$ cat src/rtl/mem_bus_arbiter_pkg.sv
// Shared types and constants for the IF/MEM single-port bus arbiter.
package mem_bus_arbiter_pkg;

  localparam int unsigned SEL_W = 4;
  localparam logic [SEL_W-1:0] FULL_SEL = 4'b1111;

  typedef enum logic [2:0] {
    ARB_IDLE     = 3'd0,
    ARB_IF_BUSY  = 3'd1,
    ARB_MEM_BUSY = 3'd2,
    ARB_ABORT    = 3'd3,
    ARB_IF_DONE  = 3'd4,
    ARB_MEM_DONE = 3'd5
  } arb_state_e;

endpackage

$ cat src/rtl/mem_bus_arbiter.sv
// Arbitrates one Wishbone-style bus between instruction fetch and data access,
// with one outstanding transaction and flush-safe draining of abandoned cycles.
module mem_bus_arbiter
  import mem_bus_arbiter_pkg::*;
#(
  parameter int unsigned ADDR_W = 32,
  parameter int unsigned DATA_W = 32
) (
  input  logic              clk,
  input  logic              rst,
  input  logic              flush,
  input  logic              if_req,
  input  logic [ADDR_W-1:0] if_addr,
  output logic [DATA_W-1:0] if_rdata,
  output logic              if_ack,
  input  logic              mem_req,
  input  logic              mem_we,
  input  logic [SEL_W-1:0]  mem_sel,
  input  logic [ADDR_W-1:0] mem_addr,
  input  logic [DATA_W-1:0] mem_wdata,
  output logic [DATA_W-1:0] mem_rdata,
  output logic              mem_ack,
  output logic              stallreq_from_if,
  output logic              stallreq_from_mem,
  output logic              bus_cyc_o,
  output logic              bus_stb_o,
  output logic              bus_we_o,
  output logic [SEL_W-1:0]  bus_sel_o,
  output logic [ADDR_W-1:0] bus_addr_o,
  output logic [DATA_W-1:0] bus_data_o,
  input  logic [DATA_W-1:0] bus_data_i,
  input  logic              bus_ack_i
);

  arb_state_e        state_q, state_d;
  logic              cyc_q, cyc_d;
  logic              we_q, we_d;
  logic [SEL_W-1:0]  sel_q, sel_d;
  logic [ADDR_W-1:0] addr_q, addr_d;
  logic [DATA_W-1:0] wdata_q, wdata_d;
  logic [DATA_W-1:0] if_rdata_q, if_rdata_d;
  logic [DATA_W-1:0] mem_rdata_q, mem_rdata_d;

  // Next-state and next-register computation; MEM wins arbitration as the older instruction.
  always_comb begin
    state_d     = state_q;
    cyc_d       = cyc_q;
    we_d        = we_q;
    sel_d       = sel_q;
    addr_d      = addr_q;
    wdata_d     = wdata_q;
    if_rdata_d  = if_rdata_q;
    mem_rdata_d = mem_rdata_q;

    case (state_q)
      ARB_IDLE: begin
        if (!flush) begin
          if (mem_req) begin
            cyc_d   = 1'b1;
            we_d    = mem_we;
            sel_d   = mem_sel;
            addr_d  = mem_addr;
            wdata_d = mem_wdata;
            state_d = ARB_MEM_BUSY;
          end else if (if_req) begin
            cyc_d   = 1'b1;
            we_d    = 1'b0;
            sel_d   = FULL_SEL;
            addr_d  = if_addr;
            state_d = ARB_IF_BUSY;
          end
        end
      end

      ARB_IF_BUSY, ARB_MEM_BUSY: begin
        if (bus_ack_i) begin
          cyc_d = 1'b0;
          if (state_q == ARB_IF_BUSY) begin
            if_rdata_d = bus_data_i;
            state_d    = flush ? ARB_IDLE : ARB_IF_DONE;
          end else begin
            if (!we_q) begin
              mem_rdata_d = bus_data_i;
            end
            state_d = flush ? ARB_IDLE : ARB_MEM_DONE;
          end
        end else if (flush) begin
          state_d = ARB_ABORT;
        end
      end

      // Abandoned cycle: hold the strobe until the slave finishes, discard the result.
      ARB_ABORT: begin
        if (bus_ack_i) begin
          cyc_d   = 1'b0;
          state_d = ARB_IDLE;
        end
      end

      ARB_IF_DONE, ARB_MEM_DONE: begin
        state_d = ARB_IDLE;
      end

      default: begin
        cyc_d   = 1'b0;
        state_d = ARB_IDLE;
      end
    endcase
  end

  always_ff @(posedge clk) begin
    if (rst) begin
      state_q     <= ARB_IDLE;
      cyc_q       <= 1'b0;
      we_q        <= 1'b0;
      sel_q       <= '0;
      addr_q      <= '0;
      wdata_q     <= '0;
      if_rdata_q  <= '0;
      mem_rdata_q <= '0;
    end else begin
      state_q     <= state_d;
      cyc_q       <= cyc_d;
      we_q        <= we_d;
      sel_q       <= sel_d;
      addr_q      <= addr_d;
      wdata_q     <= wdata_d;
      if_rdata_q  <= if_rdata_d;
      mem_rdata_q <= mem_rdata_d;
    end
  end

  assign bus_cyc_o  = cyc_q;
  assign bus_stb_o  = cyc_q;
  assign bus_we_o   = we_q;
  assign bus_sel_o  = sel_q;
  assign bus_addr_o = addr_q;
  assign bus_data_o = wdata_q;
  assign if_rdata   = if_rdata_q;
  assign mem_rdata  = mem_rdata_q;

  // A flush in the completion cycle suppresses the pulse for the squashed instruction.
  assign if_ack  = (state_q == ARB_IF_DONE) & ~flush;
  assign mem_ack = (state_q == ARB_MEM_DONE) & ~flush;

  assign stallreq_from_if  = if_req & ~if_ack & ~flush;
  assign stallreq_from_mem = mem_req & ~mem_ack & ~flush;

endmodule

$ cat config.mk
export PLATFORM = sky130hd
export DESIGN_NAME = mem_bus_arbiter
export DESIGN_NICKNAME = d
export VERILOG_FILES = /design/src/rtl/mem_bus_arbiter_pkg.sv /design/src/rtl/mem_bus_arbiter.sv
export SDC_FILE = /design/constraint.sdc
export NUM_CORES = 1
export LEC_CHECK = 0
export CORE_MARGIN = 8
export CORE_UTILIZATION = 44
export CTS_BUF_LIST = sky130_fd_sc_hd__clkbuf_16
export DETAILED_ROUTE_END_ITERATION = 10
export HOLD_SLACK_MARGIN = 0.03
export PLACE_DENSITY_LB_ADDON = 0.08
export SETUP_SLACK_MARGIN = 0.4
export SLEW_MARGIN = 20
export SYNTH_ARGS = -nofsm -noshare
export SYNTH_HDL_FRONTEND = slang
export SYNTH_SLANG_ARGS = --single-unit
$ cat constraint.sdc
create_clock -name clk -period 5.1 [get_ports clk]
set_clock_uncertainty 0.2 [all_clocks]
set_input_delay 1.53 -clock clk [delete_from_list [all_inputs] [get_ports clk]]
set_output_delay 1.53 -clock clk [all_outputs]
set_load 0.02 [all_outputs]
# Yosys cells after proc, flatten, opt, wreduce, memory -nomap -nowiden
# Index checks and enable logic that the tools add are counted.
[word_totals] output_inout_bits=139 register_bits=137
[op_classes] eq_ne=10 n_mux=21 reduce_logical=11 n_bitwise=12
[ops] cell="$mux 32" count=2
[ops] cell="$mux 3" count=9
[ops] cell="$reduce_and 4->1" count=3
[ops] cell="$pmux 3 s3" count=1
[ops] cell="$reduce_and 3->1" count=3
[ops] cell="$mux 4" count=2
[ops] cell="$and 1x1->1" count=6
[ops] cell="$eq 3x2->1 const B" count=2
[ops] cell="$eq 3x3->1 const B" count=2
[ops] cell="$mux 1" count=6
[ops] cell="$ne 3x3->1 const B" count=2
[ops] cell="$not 1->1" count=6
[ops] cell="$ne 2x2->1 const B" count=2
[ops] cell="$reduce_or 2->1" count=2
[ops] cell="$eq 3x1->1 const B" count=1
[ops] cell="$logic_not 3->1" count=1
[ops] cell="$pmux 1 s3" count=1
[ops] cell="$reduce_or 3->1" count=1
[ops] cell="$ne 2x1->1 const B" count=1
[ops] cell="$reduce_bool 2->1" count=1

# Logic depth before layout (Yosys ltp)
[depth] depth_word=5 ltp_mapped=7 mapped_depth_nobuf=3

# Least setup slack after synthesis
# OpenSTA, ideal clock, no wires.
[synth_timing] path_kind="input-to-output" from="in flush" to="out stallreq_from_mem" slack_ps=617 stages=3 arrival_time_ps=2753 required_time_ps=3370 cell_sequence="buf_2 nor4bb_1 nor3_1"
[synth_via] elab_chain_cells=5
[synth_rtl] item="from (decl)" line="mem_bus_arbiter.sv:11" source="input logic flush,"
[synth_rtl] item="$not 1->1 (no line)"
[synth_rtl] item="$and 1x1->1" line="mem_bus_arbiter.sv:144" source="assign mem_ack = (state_q == ARB_MEM_DONE) & ~flush;"
[synth_rtl] item="named net mem_ack" line="mem_bus_arbiter.sv:22" source="output logic mem_ack,"
[synth_rtl] item="$not 1->1" line="mem_bus_arbiter.sv:147" source="assign stallreq_from_mem = mem_req & ~mem_ack & ~flush;"
[synth_rtl] item="$and 1x1->1 (2 in series)" line="mem_bus_arbiter.sv:147"
[synth_rtl] item="to (decl)" line="mem_bus_arbiter.sv:24" source="output logic stallreq_from_mem,"
# The timed path passes the listed nets, and every way through them passes these cells.

# Worst setup path after layout
[layout_timing] from="in flush" to="out stallreq_from_if"
[layout_via] elab_chain_cells=5
[layout_rtl] item="$not 1->1 (no line) *"
[layout_rtl] item="$and 1x1->1" line="mem_bus_arbiter.sv:143" source="assign if_ack = (state_q == ARB_IF_DONE) & ~flush;"
[layout_rtl] item="$not 1->1" line="mem_bus_arbiter.sv:146" source="assign stallreq_from_if = if_req & ~if_ack & ~flush;"
[layout_rtl] item="$and 1x1->1" line="mem_bus_arbiter.sv:146"
[layout_rtl] item="$and 1x1->1 *" line="mem_bus_arbiter.sv:146"
[layout_rtl] item="to (decl)" line="mem_bus_arbiter.sv:23" source="output logic stallreq_from_if,"
# Every way passes the cells marked *; elsewhere a longest branch is shown, timed or not.

==> metrics.md <==
| Metric | Value |
|---|---|
| Outcome | `finished clean` |
| Slowest cell on the critical path | `clkdlybuf4s50_1` |
| Clk root buf | `clkbuf_16` |
| Startpoint Class | `input pin` |
| Routed WL per cell | `17.9 um` |
| Synth Net Count | `763` |
| Tot GR Track Use | `22.0%` |
| Seq pwr share | `40.4%` |
| Cell internal pwr | `2.15 mW` |
| Leading cell type in the layout, fill and taps excluded | `clkdlybuf4s50_1` |
| Final WS setup | `493 ps` |
| Max incr delay on CP | `530 ps` |
| First-pass GRT wire length | `29.0 mm` |
| Crit Reg-Reg Endpoint | `mem_rdata[27]$_SDFFE_PP0P_` |
| Initial antenna violation count | `0` |
| DP Wirelength | `13.6 mm` |
| Distinct cells, synth | `37` |
| Drt first pass iters | `5` |
| CTS tree | `yes` |
| Hold WC Path Type | `flip-flop to flip-flop` |
| R2R cell count | `2` |
| Clock latency on the worst-skew pair | `410 ps` |
| Layout cell share with drive strength beyond 1 | `7.62%` |
| Port Buffers | `277` |
| Final Non-Filler Cells | `1051` |
| Tcrit/Tclk final | `90.3%` |
| Register-to-Register Setup Slack | `2870 ps` |
| Final Slew Violations | `0` |
| Worst-Margin Slew | `1020 ps` |
| Worst Hold Path Cells | `2` |
| Die width | `129 um` |
| Die area | `16700 sq um` |
| Arr. time, crit path | `2880 ps` |
| Area of the multi-input gates | `2560 sq um` |
| Clk pwr share | `40.9%` |
| Register area share after synthesis | `48.7%` |
| WL final | `18.8 mm` |
| Post-DR vias/cell | `5.21` |
| Synth area leader | `dfxtp_1` |
| Final Hold Fails | `0` |
| Worst-path fanout max | `3` |
| Reg clk slew, reported paths | `50 ps` |
| RSZ-0062 raised after global routing | `false` |
| Post-DP Area | `8360 sq um` |
| Pin count of the biggest net entering global routing | `71` |
| Part of the power in combinational logic | `18.7%` |
| Tmin final | `4610 ps` |
| Max-cap viol count | `0` |
| Storage cell area | `2740 sq um` |
| Congestion Overflow GR | `0` |
| Sw Pwr | `734 uW` |
| Clk buf depth | `2` |
| Cells after Synth | `624` |
| Power per cell area | `322 nW/um^2` |
| Fmax | `0.217 GHz` |
| Commonest non-fill, non-tap cells in the layout | `clkdlybuf4s50_1 (271), dfxtp_1 (137), nand2_1 (130)` |
| DP Worst Slack | `62.4 ps` |
| Core Area | `12600 sq um` |
| Final setup TNS | `0 ps` |
| CTS Hold Bufs | `0` |
| Drt initial violations | `400` |
| Vias | `5472` |
| Leakage power | `3.19 nW` |
| Initial Utilization | `44.8%` |
| Synthesis-to-finish area growth | `58.7%` |
| Design area | `8930 sq um` |
| Worst slew margin | `32.2%` |
| Syn_area_per_cell | `9.02 sq um` |
| Share of the synthesized area in the top cell type | `48.7%` |
| H-tree levels | `4` |
| Sw frac | `25.5%` |
| Mapped cell area | `5630 sq um` |
| Worst Path Required | `3370 ps` |
| Worst Hold Endpoint | `mem_rdata[20]$_SDFFE_PP0P_` |
| Ports | `278` |
| Maximum VDD drop | `0.269 mV` |
| Clock buffer count from CTS | `17` |
| Drt drc | `0` |
| Number of global-route vias before repair | `5415` |
| Post-route core utilization | `71.1%` |
| Rows | `41` |
| Critical Setup Path Class | `input pin to output port` |
| Fin nets | `1005` |
| CTS Sinks | `137` |
| Antenna viol nets, final | `0` |
| CP cell instances | `clkdlybuf4s50_1, nor3_1, and2_1, nor3b_1, dlygate4sd2_1` |
| FILL cells | `974` |
| Chip height | `129 um` |
| Final setup vio count | `0` |
| Gpl congestion | `0.837` |
| Reg2reg start | `state_q[1]$_SDFFE_PP0P_` |
| Flops & latches, synth | `137` |
| Top post-synthesis cells by area | `dfxtp_1 (49%), mux2i_1 (11%), nand2_1 (8.7%)` |
| Worst Min Path Start | `mem_rdata[20]$_SDFFE_PP0P_` |
| Cell total after placement | `1019` |
| Yosys Warn Count | `0` |
| Number of inserted diodes | `0` |
| CP Capture Type | `output port` |
cells by family after synthesis:
kind of cell | Yosys count | synth area share [%]
compound gates | 170 | 18.9
xor+xnor | 1 | 0.156
buf+inv | 67 | 6.22
flops | 137 | 48.7
mux | 64 | 11.4
simple gates | 185 | 14.6
worst max-delay path by stage:
stage / slack, ps / cells after the start / start / to
after floorplan: 620 / 3 / flush / stallreq_from_mem
after global placement: 170 / 4 / flush / mem_ack
after detailed placement: 60 / 4 / flush / mem_ack
after CTS: 440 / 5 / flush / stallreq_from_mem
after global routing: 420 / 5 / flush / stallreq_from_mem
final: 490 / 5 / flush / stallreq_from_if
per-layer routing:
layer / track usage [%] / up-vias / part of all wire [%]
met4: 8.36 / 0 / 1.8
met3: 9.49 / 22 / 11
met2: 37.0 / 223 / 49
li1: - / 2655 / -
met1: 24.2 / 2572 / 39
met5: 0 / - / 0
area by class of cell:
class                           count  share of cell area, %
Multi-Input combinational cell    420                   28.7
Timing Repair Buffer              287                   31.7
Tap cell                          172                   2.41
Clock inverter                     15                   1.58
Inverter                            3                  0.140
Clock buffer                       17                   4.76
Sequential cell                   137                   30.7
timing repair:
action	in CTS	in global routing
setup buffers	0	0
resized for setup	5	1
endpoints found under the setup margin	4	2
cells in the mapped netlist, drive strengths merged:
cell and n:
nand3 33, a311oi 1, nand4bb 1, dfxtp 137, xnor2 1, o31a 1
o32ai 1, or4 1, nor2b 2, or2 1, and4b 1, o21ai 33
inv 3, nor4bb 1, o221a 4, nand2 130, nor3 3, a21oi 97
nor3b 4, mux2i 64, and2 2, nor4 2, a211oi 32, nor2 1
buf 33, nand2b 2, clkbuf 31, and4bb 1, a2bb2oi 1
stage by stage:
| step | power, mW | hold slack, ps |
|---|---|---|
| 2_1_floorplan | 1.46 | 333 |
| 3_3_place_gp | 1.71 | 242 |
| 3_5_place_dp | 1.73 | 247 |
| 4_1_cts | 2.91 | 258 |
| 5_1_grt | 2.99 | 267 |
| 6_report | 2.88 | 255 |
power by group through the flow:
stage               Clock, mW  Sequential (mW)  Combinational, mW
floorplan                   0             1.25              0.208
global placement            0             1.18              0.531
detailed placement          0             1.19              0.540
CTS                      1.20             1.16              0.542
global route             1.25             1.17              0.574
finish                   1.18             1.16              0.538
sequential cells by signal, summed over array words and instances (netlist names):
signal / cells
bus_sel_o: 4
bus_we_o: 1
bus_cyc_o: 1
bus_addr_o: 32
if_rdata: 32
mem_rdata: 32
state_q: 3
bus_data_o: 32
worst max-delay path, delay by kind of cell:
kind / cells / cell delay, ps
buffers and inverters: 2 / 900
and+or+nand+nor: 3 / 440
Power figures use the tool's default switching activity.
